File: config.mk
export PLATFORM = sky130hd
export DESIGN_NAME = ysyx_24100006_redirect_ctrl_flat
export DESIGN_NICKNAME = d
export VERILOG_FILES = /design/src/rtl/ysyx_24100006_redirect_ctrl_pkg.sv /design/src/rtl/ysyx_24100006_redirect_ctrl_if.sv /design/src/rtl/ysyx_24100006_outst_cnt.sv /design/src/rtl/ysyx_24100006_redirect_ctrl.sv /design/src/flat_wrapper.sv
export SDC_FILE = /design/constraint.sdc
export NUM_CORES = 1
export LEC_CHECK = 0
export CAP_MARGIN = 20
export CORE_ASPECT_RATIO = 0.75
export CORE_MARGIN = 5
export CORE_UTILIZATION = 30
export DETAILED_ROUTE_END_ITERATION = 10
export PLACE_DENSITY = 0.73
export RECOVER_POWER = 100
export SLEW_MARGIN = 0
export SYNTH_ARGS = -nofsm -noshare
export SYNTH_HDL_FRONTEND = slang
export SYNTH_SLANG_ARGS = --single-unit
File: constraint.sdc
create_clock -name clk -period 3.55 [get_ports clk]
set_input_delay 0.71 -clock clk [delete_from_list [all_inputs] [get_ports clk]]
set_output_delay 0.71 -clock clk [all_outputs]
set_load 0.02 [all_outputs]
File: src/rtl/ysyx_24100006_redirect_ctrl_pkg.sv
// Shared definitions for the redirect sequencer: FSM encoding, flush masks,
// and the width helper for the outstanding-fetch counter.
package ysyx_24100006_redirect_ctrl_pkg;

    typedef enum logic [1:0] {
        RUN   = 2'd0,
        DRAIN = 2'd1,
        REDIR = 2'd2
    } redir_state_e;

    // Flush masks, bit order {ex_mem, id_ex, if_id}
    localparam logic [2:0] FLUSH_BR   = 3'b011;
    localparam logic [2:0] FLUSH_TRAP = 3'b111;

    // Counter width able to hold 0..max inclusive
    function automatic int cnt_width(input int max);
        return $clog2(max + 1);
    endfunction

endpackage

File: src/rtl/ysyx_24100006_redirect_ctrl_if.sv
// IFU-side bus of the redirect sequencer: fetch request/response fire
// strobes, the wrong-path kill and fetch hold, and the new-PC handshake.
// master = redirect controller, slave = IFU.
interface ysyx_24100006_redirect_ctrl_if;
    import ysyx_24100006_redirect_ctrl_pkg::*;

    logic        ifu_req_fire;
    logic        ifu_rsp_fire;
    logic        rsp_kill;
    logic        fetch_hold;
    logic        redirect_valid;
    logic [31:0] redirect_pc;
    logic        redirect_ready;

    modport master (
        input  ifu_req_fire, ifu_rsp_fire, redirect_ready,
        output rsp_kill, fetch_hold, redirect_valid, redirect_pc
    );

    modport slave (
        output ifu_req_fire, ifu_rsp_fire, redirect_ready,
        input  rsp_kill, fetch_hold, redirect_valid, redirect_pc
    );

endinterface

File: src/rtl/ysyx_24100006_outst_cnt.sv
// Up/down counter saturating at 0 and MAX, with a full flag.
// Exposes its next value so callers can snapshot the post-update count.
module ysyx_24100006_outst_cnt
    import ysyx_24100006_redirect_ctrl_pkg::*;
#(
    parameter int MAX = 2,
    parameter int W   = cnt_width(MAX)
) (
    input  logic         clk,
    input  logic         reset,
    input  logic         inc,
    input  logic         dec,
    output logic [W-1:0] cnt_nxt,
    output logic         full
);

    localparam logic [W-1:0] MAXV = W'(MAX);

    logic [W-1:0] cnt;

    // Next count; simultaneous inc/dec cancel, a decrement at zero is dropped
    always_comb begin
        cnt_nxt = cnt;
        if (inc && !dec && cnt != MAXV)
            cnt_nxt = cnt + W'(1);
        else if (dec && !inc && cnt != '0)
            cnt_nxt = cnt - W'(1);
    end

    // Count register
    always_ff @(posedge clk) begin
        if (reset) cnt <= '0;
        else       cnt <= cnt_nxt;
    end

    assign full = (cnt == MAXV);

endmodule

File: src/rtl/ysyx_24100006_redirect_ctrl.sv
// Control-flow redirect sequencer: accepts EXU branch mispredicts and WBU
// trap targets, flushes the stage registers, drains in-flight wrong-path
// fetch responses, then hands the new PC to the IFU.
// Optional: REDIRECT_PERF_EN adds branch/trap/drain-cycle perf counters.
module ysyx_24100006_redirect_ctrl
    import ysyx_24100006_redirect_ctrl_pkg::*;
#(
    parameter int MAX_OUTSTANDING = 2
) (
    input  logic        clk,
    input  logic        reset,
    input  logic        exu_redir_valid,
    input  logic [31:0] exu_redir_pc,
    input  logic        wbu_trap_valid,
    input  logic [31:0] wbu_trap_pc,
    ysyx_24100006_redirect_ctrl_if.master ifu,
    output logic        flush_if_id,
    output logic        flush_id_ex,
    output logic        flush_ex_mem
`ifdef REDIRECT_PERF_EN
    ,
    output logic [31:0] perf_branch_cnt,
    output logic [31:0] perf_trap_cnt,
    output logic [31:0] perf_drain_cyc
`endif
);

    localparam int CW = cnt_width(MAX_OUTSTANDING);

    redir_state_e  state_q, state_d;
    logic [31:0]   pc_q;
    logic [CW-1:0] kill_cnt, kill_nxt;
    logic [CW-1:0] outst_nxt;
    logic          outst_full;
    logic [2:0]    flush;
    logic          trap_acc, br_acc, accept, kill_fire;

    ysyx_24100006_outst_cnt #(.MAX(MAX_OUTSTANDING), .W(CW)) u_outst (
        .clk     (clk),
        .reset   (reset),
        .inc     (ifu.ifu_req_fire),
        .dec     (ifu.ifu_rsp_fire),
        .cnt_nxt (outst_nxt),
        .full    (outst_full)
    );

    // Traps are taken anywhere; branches only on the correct path (RUN)
    assign trap_acc  = wbu_trap_valid;
    assign br_acc    = exu_redir_valid && !wbu_trap_valid && (state_q == RUN);
    assign accept    = trap_acc || br_acc;
    assign kill_fire = (state_q == DRAIN) && ifu.ifu_rsp_fire && (kill_cnt != '0);
    assign kill_nxt  = kill_fire ? kill_cnt - CW'(1) : kill_cnt;

    // State register
    always_ff @(posedge clk) begin
        if (reset) state_q <= RUN;
        else       state_q <= state_d;
    end

    // Next state; a fresh event restarts the drain from the live fetch count
    always_comb begin
        state_d = state_q;
        if (accept) begin
            state_d = (outst_nxt != '0) ? DRAIN : REDIR;
        end else begin
            case (state_q)
                RUN:     state_d = RUN;
                DRAIN:   if (kill_nxt == '0) state_d = REDIR;
                REDIR:   if (ifu.redirect_ready) state_d = RUN;
                default: state_d = RUN;
            endcase
        end
    end

    // Target PC and the number of responses still to discard
    always_ff @(posedge clk) begin
        if (reset) begin
            pc_q     <= '0;
            kill_cnt <= '0;
        end else if (accept) begin
            pc_q     <= trap_acc ? wbu_trap_pc : exu_redir_pc;
            kill_cnt <= outst_nxt;
        end else begin
            kill_cnt <= kill_nxt;
        end
    end

    // Outputs: flushes are zero-latency from the accepted event
    always_comb begin
        flush = '0;
        if (trap_acc)    flush = FLUSH_TRAP;
        else if (br_acc) flush = FLUSH_BR;
        ifu.rsp_kill       = kill_fire;
        ifu.fetch_hold     = (state_q == RUN) ? outst_full : 1'b1;
        ifu.redirect_valid = (state_q == REDIR);
        ifu.redirect_pc    = (state_q == REDIR) ? pc_q : '0;
    end

    assign flush_if_id  = flush[0];
    assign flush_id_ex  = flush[1];
    assign flush_ex_mem = flush[2];

`ifdef REDIRECT_PERF_EN
    // Event and redirect-latency counters, wrapping
    always_ff @(posedge clk) begin
        if (reset) begin
            perf_branch_cnt <= '0;
            perf_trap_cnt   <= '0;
            perf_drain_cyc  <= '0;
        end else begin
            if (br_acc)           perf_branch_cnt <= perf_branch_cnt + 32'd1;
            if (trap_acc)         perf_trap_cnt   <= perf_trap_cnt + 32'd1;
            if (state_q != RUN)   perf_drain_cyc  <= perf_drain_cyc + 32'd1;
        end
    end
`endif

endmodule

File: src/flat_wrapper.sv
// flat-port wrapper written by rule: the top's interface ports become plain ports
module ysyx_24100006_redirect_ctrl_flat import ysyx_24100006_redirect_ctrl_pkg::*;
#(
    parameter int MAX_OUTSTANDING = 2
)
  (clk, reset, exu_redir_valid, exu_redir_pc, wbu_trap_valid, wbu_trap_pc, flush_if_id, flush_id_ex, flush_ex_mem, ifu_ifu_req_fire, ifu_ifu_rsp_fire, ifu_redirect_ready, ifu_rsp_kill, ifu_fetch_hold, ifu_redirect_valid, ifu_redirect_pc);
  ysyx_24100006_redirect_ctrl_if ifu_i ();
  input  logic clk;
  input  logic reset;
  input  logic exu_redir_valid;
  input  logic [31:0] exu_redir_pc;
  input  logic wbu_trap_valid;
  input  logic [31:0] wbu_trap_pc;
  output logic flush_if_id;
  output logic flush_id_ex;
  output logic flush_ex_mem;
  input wire logic [$bits(ifu_i.ifu_req_fire)-1:0] ifu_ifu_req_fire;
  input wire logic [$bits(ifu_i.ifu_rsp_fire)-1:0] ifu_ifu_rsp_fire;
  input wire logic [$bits(ifu_i.redirect_ready)-1:0] ifu_redirect_ready;
  output wire logic [$bits(ifu_i.rsp_kill)-1:0] ifu_rsp_kill;
  output wire logic [$bits(ifu_i.fetch_hold)-1:0] ifu_fetch_hold;
  output wire logic [$bits(ifu_i.redirect_valid)-1:0] ifu_redirect_valid;
  output wire logic [$bits(ifu_i.redirect_pc)-1:0] ifu_redirect_pc;
  assign ifu_i.ifu_req_fire = ifu_ifu_req_fire;
  assign ifu_i.ifu_rsp_fire = ifu_ifu_rsp_fire;
  assign ifu_i.redirect_ready = ifu_redirect_ready;
  assign ifu_rsp_kill = ifu_i.rsp_kill;
  assign ifu_fetch_hold = ifu_i.fetch_hold;
  assign ifu_redirect_valid = ifu_i.redirect_valid;
  assign ifu_redirect_pc = ifu_i.redirect_pc;
  ysyx_24100006_redirect_ctrl #(.MAX_OUTSTANDING(MAX_OUTSTANDING)) u_core (.clk(clk), .reset(reset), .exu_redir_valid(exu_redir_valid), .exu_redir_pc(exu_redir_pc), .wbu_trap_valid(wbu_trap_valid), .wbu_trap_pc(wbu_trap_pc), .ifu(ifu_i), .flush_if_id(flush_if_id), .flush_id_ex(flush_id_ex), .flush_ex_mem(flush_ex_mem));
endmodule
==> metrics.sh <==
STATUS='finished clean'
VIAS=1896
SYNTH-EDFF-COUNT=0
POST-CTS-SETUP-BUFFERS=0
GLOBALPLACE.CONGESTION=0.755
DIE-HEIGHT_MICRONS=81.6
PATH_MAX_FANOUT=18
FIN_HOLD_WS_NS=0.493
FRACTION_OF_FINAL_LAYOUT_CELLS_SIZED_BEYOND_DRIVE_STRENGTH_1_PCT=5.20
SLEW_AT_THE_PIN_CLOSEST_TO_ITS_MAX_SLEW_LIMIT_NS=1.25
START_UTIL_PCT=30.4
SYNTH-WARNING-COUNT=0
POWER.SEQUENTIAL.FRACTION_PCT=41.7
PLACE.PORT_BUFFERS=108
TIMING.HOLD.WORST_PATH_DEPTH=2
SETUP.WORST_PATH.CLASS='input pin to primary output'
SYNTH.NET_COUNT=303
FINAL_UTIL_PCT=48.0
SYNTHDOMINANTCELLAREASHARE_PCT=37.1
YS_SEQ_AREA_SHARE_PCT=37.1
IOPINCOUNT=109
REG2REGPATHDEPTH=5
SYNTHTOPCELLSBYCOUNT='nor2_1 (39), dfxtp_1 (38), a211oi_1 (34), mux2i_1 (34), and2_1 (32)'
P_COMB_SHARE_PCT=35.3
CTSHTREEMAXLEVEL=2
FINALWORSTPATHREQUIREDPERIOD_NS=3.17
FIRST_PASS_ITERS=4
PRE_CTS_SLACK_NS=0.552
FINAL_MIN_PERIOD_OVER_CLOCK_PERIOD_PCT=89.2
CLOCK_EDGE_TRANSITION_AT_THE_REGISTERS_ON_THE_REPORTED_SETUP_AND_HOLD_PATHS_NS=0.07
NET-SWITCHING-POWER_uW=375
CTS.SINKS=38
GRT_START_MAX_NET_PINS=71
POWER.SHARE.SWITCHING_PCT=30.5
ANTENNADIODECOUNT=0
CTS_BUFFERS=5
CTS_ROOT_CELL='clkbuf_8'
GRT_USE_TOTAL_PCT=12.7
SYNTH_ASYNC_SR_FLOP_SHARE_PCT=0
DETAILEDROUTE.FIRSTITERATIONVIOLATIONS=55
SLEW_HEADROOM_PCT=16.8
FINAL_CRITICAL_PATH_SETUP_SLACK_NS=0.383
CORE_SQ_MM=0.00673
AREA_GROWTH_PCT=57.9
WORST_HOLD_PATH_TYPE='register to register'
SYNTH_TOP_CELL_BY_AREA='dfxtp_1'
POST_SYNTH.CELL_AREA_AVG_SQ_UM=8.94
GRT_PASS1_WL_MM=8.72
NETLIST_TOP_CELLS_AREA='dfxtp_1 (37%), mux2i_1 (17%), a211oi_1 (12%), and2_1 (9.8%), nor2_1 (7.1%)'
SYNTH_MOST_COMMON_CELL='nor2_1'
P_INT_uW=854
FINALPOWER_uW=1230
DIE_AREA_SQ_MM=0.00860
FINAL_NETS=402
SYN_AREA_SQ_MM=0.00205
NETLIST-CELL-TYPE-COUNT=28
GRT_REMAINING_OVERFLOW=0
VIA_PER_INST=4.61
POST_CTS_HOLD_BUFFER_COUNT=0
TRITONCTS='yes'
POWER_DENSITY_mW_PER_MM2=380
GRT_SETUP_UNREPAIRED='no'
DIE_W_MICRONS=105
ROUTED_WL_MM=5.30
CLK_PATH_BUF_DEPTH=2
ANTENNA_FOUND_INITIAL=0
TIMING.FINAL.SETUP_VIOLATIONS=0
CTS-RESIZED-GATES=0
CLKPWRFRAC_PCT=23.0
YOSYS_REGISTER_BITS=38
CLKLATENCYLATEPIN_NS=0.28
DRC=0
FINAL_HOLD_FAILS=0
GRT_PASS1_VIAS=1878
TIMING_MAX_TRANSITION_VIOLATIONS_FINAL=0
CRIT_REQUIRED_NS=2.84
CP-END-KIND='primary output'
DRV_CAP=0
SETUP.WORST_PATH.START_CLASS='input pin'
ROUTEDWLPERCELL_MICRONS=12.9
LEAKAGE_POWER_TOTAL_uW=0.00141
ROUTE.ANTENNA.REMAINING_NETS=0
VDD_IR_DROP_MAX_mV=0.151
FIN_WORST_SKEW_NS=0.00195
POSTSYNTH.TOPFLOPCELL='dfxtp_1'
SETUP_TNS_FINAL_NS=0
ARRIVAL_TIME_WORST_ENDPOINT_NS=2.46
STD_CELL_ROWS=26
DETAILED_PLACE_HPWL_MM=4.14
F_MAX_MHz=316
SYN-INSTANCE-COUNT=229
[logic make-up after synthesis]
logic type	Yosys count	share of synthesized area, %
mux	34	16.6
fa+ha+maj	3	1.83
xor+xnor	2	0.855
flops	38	37.1
simple gates	84	22.3
compound gates	43	15.6
buf+inv	25	5.68
[routing by layer]
layer	wire, microns	global-route usage [%]	vias to the layer above
li1	-	-	997
met1	2370	14.9	815
met2	2140	19.5	80
met3	758	7.38	4
met4	39	3.93	0
met5	0	0	-
[stage by stage]
step / std cells / area, sq um
2_1_floorplan: 229 / 2050
6_report: 411 / 3230
3_5_place_dp: 405 / 3170
5_1_grt: 411 / 3230
4_1_cts: 411 / 3250
3_3_place_gp: 405 / 3170
[worst paths after layout]
kind,slack (ns),startpoint,endpoint
max,0.38,wbu_trap_valid,flush_id_ex
min,0.49,u_core.pc_q[8],u_core.pc_q[8]
max reg2reg,1.52,u_core.state_q[0],u_core.state_q[0]
min reg2reg,0.49,u_core.pc_q[8],u_core.pc_q[8]
[power by group through the flow]
stage          registers [uW]  logic, uW  clock network [uW]
2_1_floorplan             515        272                   0
3_5_place_dp              523        458                   0
4_1_cts                   513        460                 297
5_1_grt                   521        483                 319
6_report                  512        434                 283
3_3_place_gp              520        450                   0
[worst max-delay path, cell delays in order]
cell and delay, ns:
clkbuf_1 0.83, a21o_2 0.22, dlygate4sd3_1 0.69
[sequential cells by signal, indices dropped and copies added, names as in the netlist]
| name | flops |
|---|---|
| u_core.pc_q | 32 |
| u_core.kill_cnt | 2 |
| u_core.state_q | 2 |
| u_core.u_outst.cnt | 2 |
[cell usage in the layout, fill, tap and decap left out, drive strengths merged]
| cell | synthesis | routed |
|---|---|---|
| clkdlybuf4s50 | 0 | 70 |
| nor2 | 39 | 39 |
| dfxtp | 38 | 38 |
| dlygate4sd3 | 0 | 37 |
| mux2i | 34 | 34 |
| a211oi | 34 | 34 |
| and2 | 32 | 32 |
| clkbuf | 10 | 10 |
| inv | 4 | 4 |
| nor3 | 4 | 4 |
| ha | 3 | 3 |
| nor2b | 3 | 3 |
| xnor2 | 2 | 2 |
| o21a | 2 | 2 |
| a21oi | 2 | 2 |
| buf | 11 | 2 |
| nand2b | 2 | 2 |
| a21o | 1 | 1 |
| nor3b | 1 | 1 |
| or3 | 1 | 1 |
| and3 | 1 | 1 |
| nor4 | 1 | 1 |
| a22o | 1 | 1 |
| a211o | 1 | 1 |
| a21boi | 1 | 1 |
| a31oi | 1 | 1 |
[layout make-up]
class / count / area [sq um]
well taps: 84 / 105
flip-flops and latches: 38 / 761
multi-input cells: 166 / 1170
fillers: 652 / 3500
repair buffers: 113 / 1100
inverters: 4 / 15.0
clock buffers: 6 / 82.6
(Power assumes the default switching activity.)
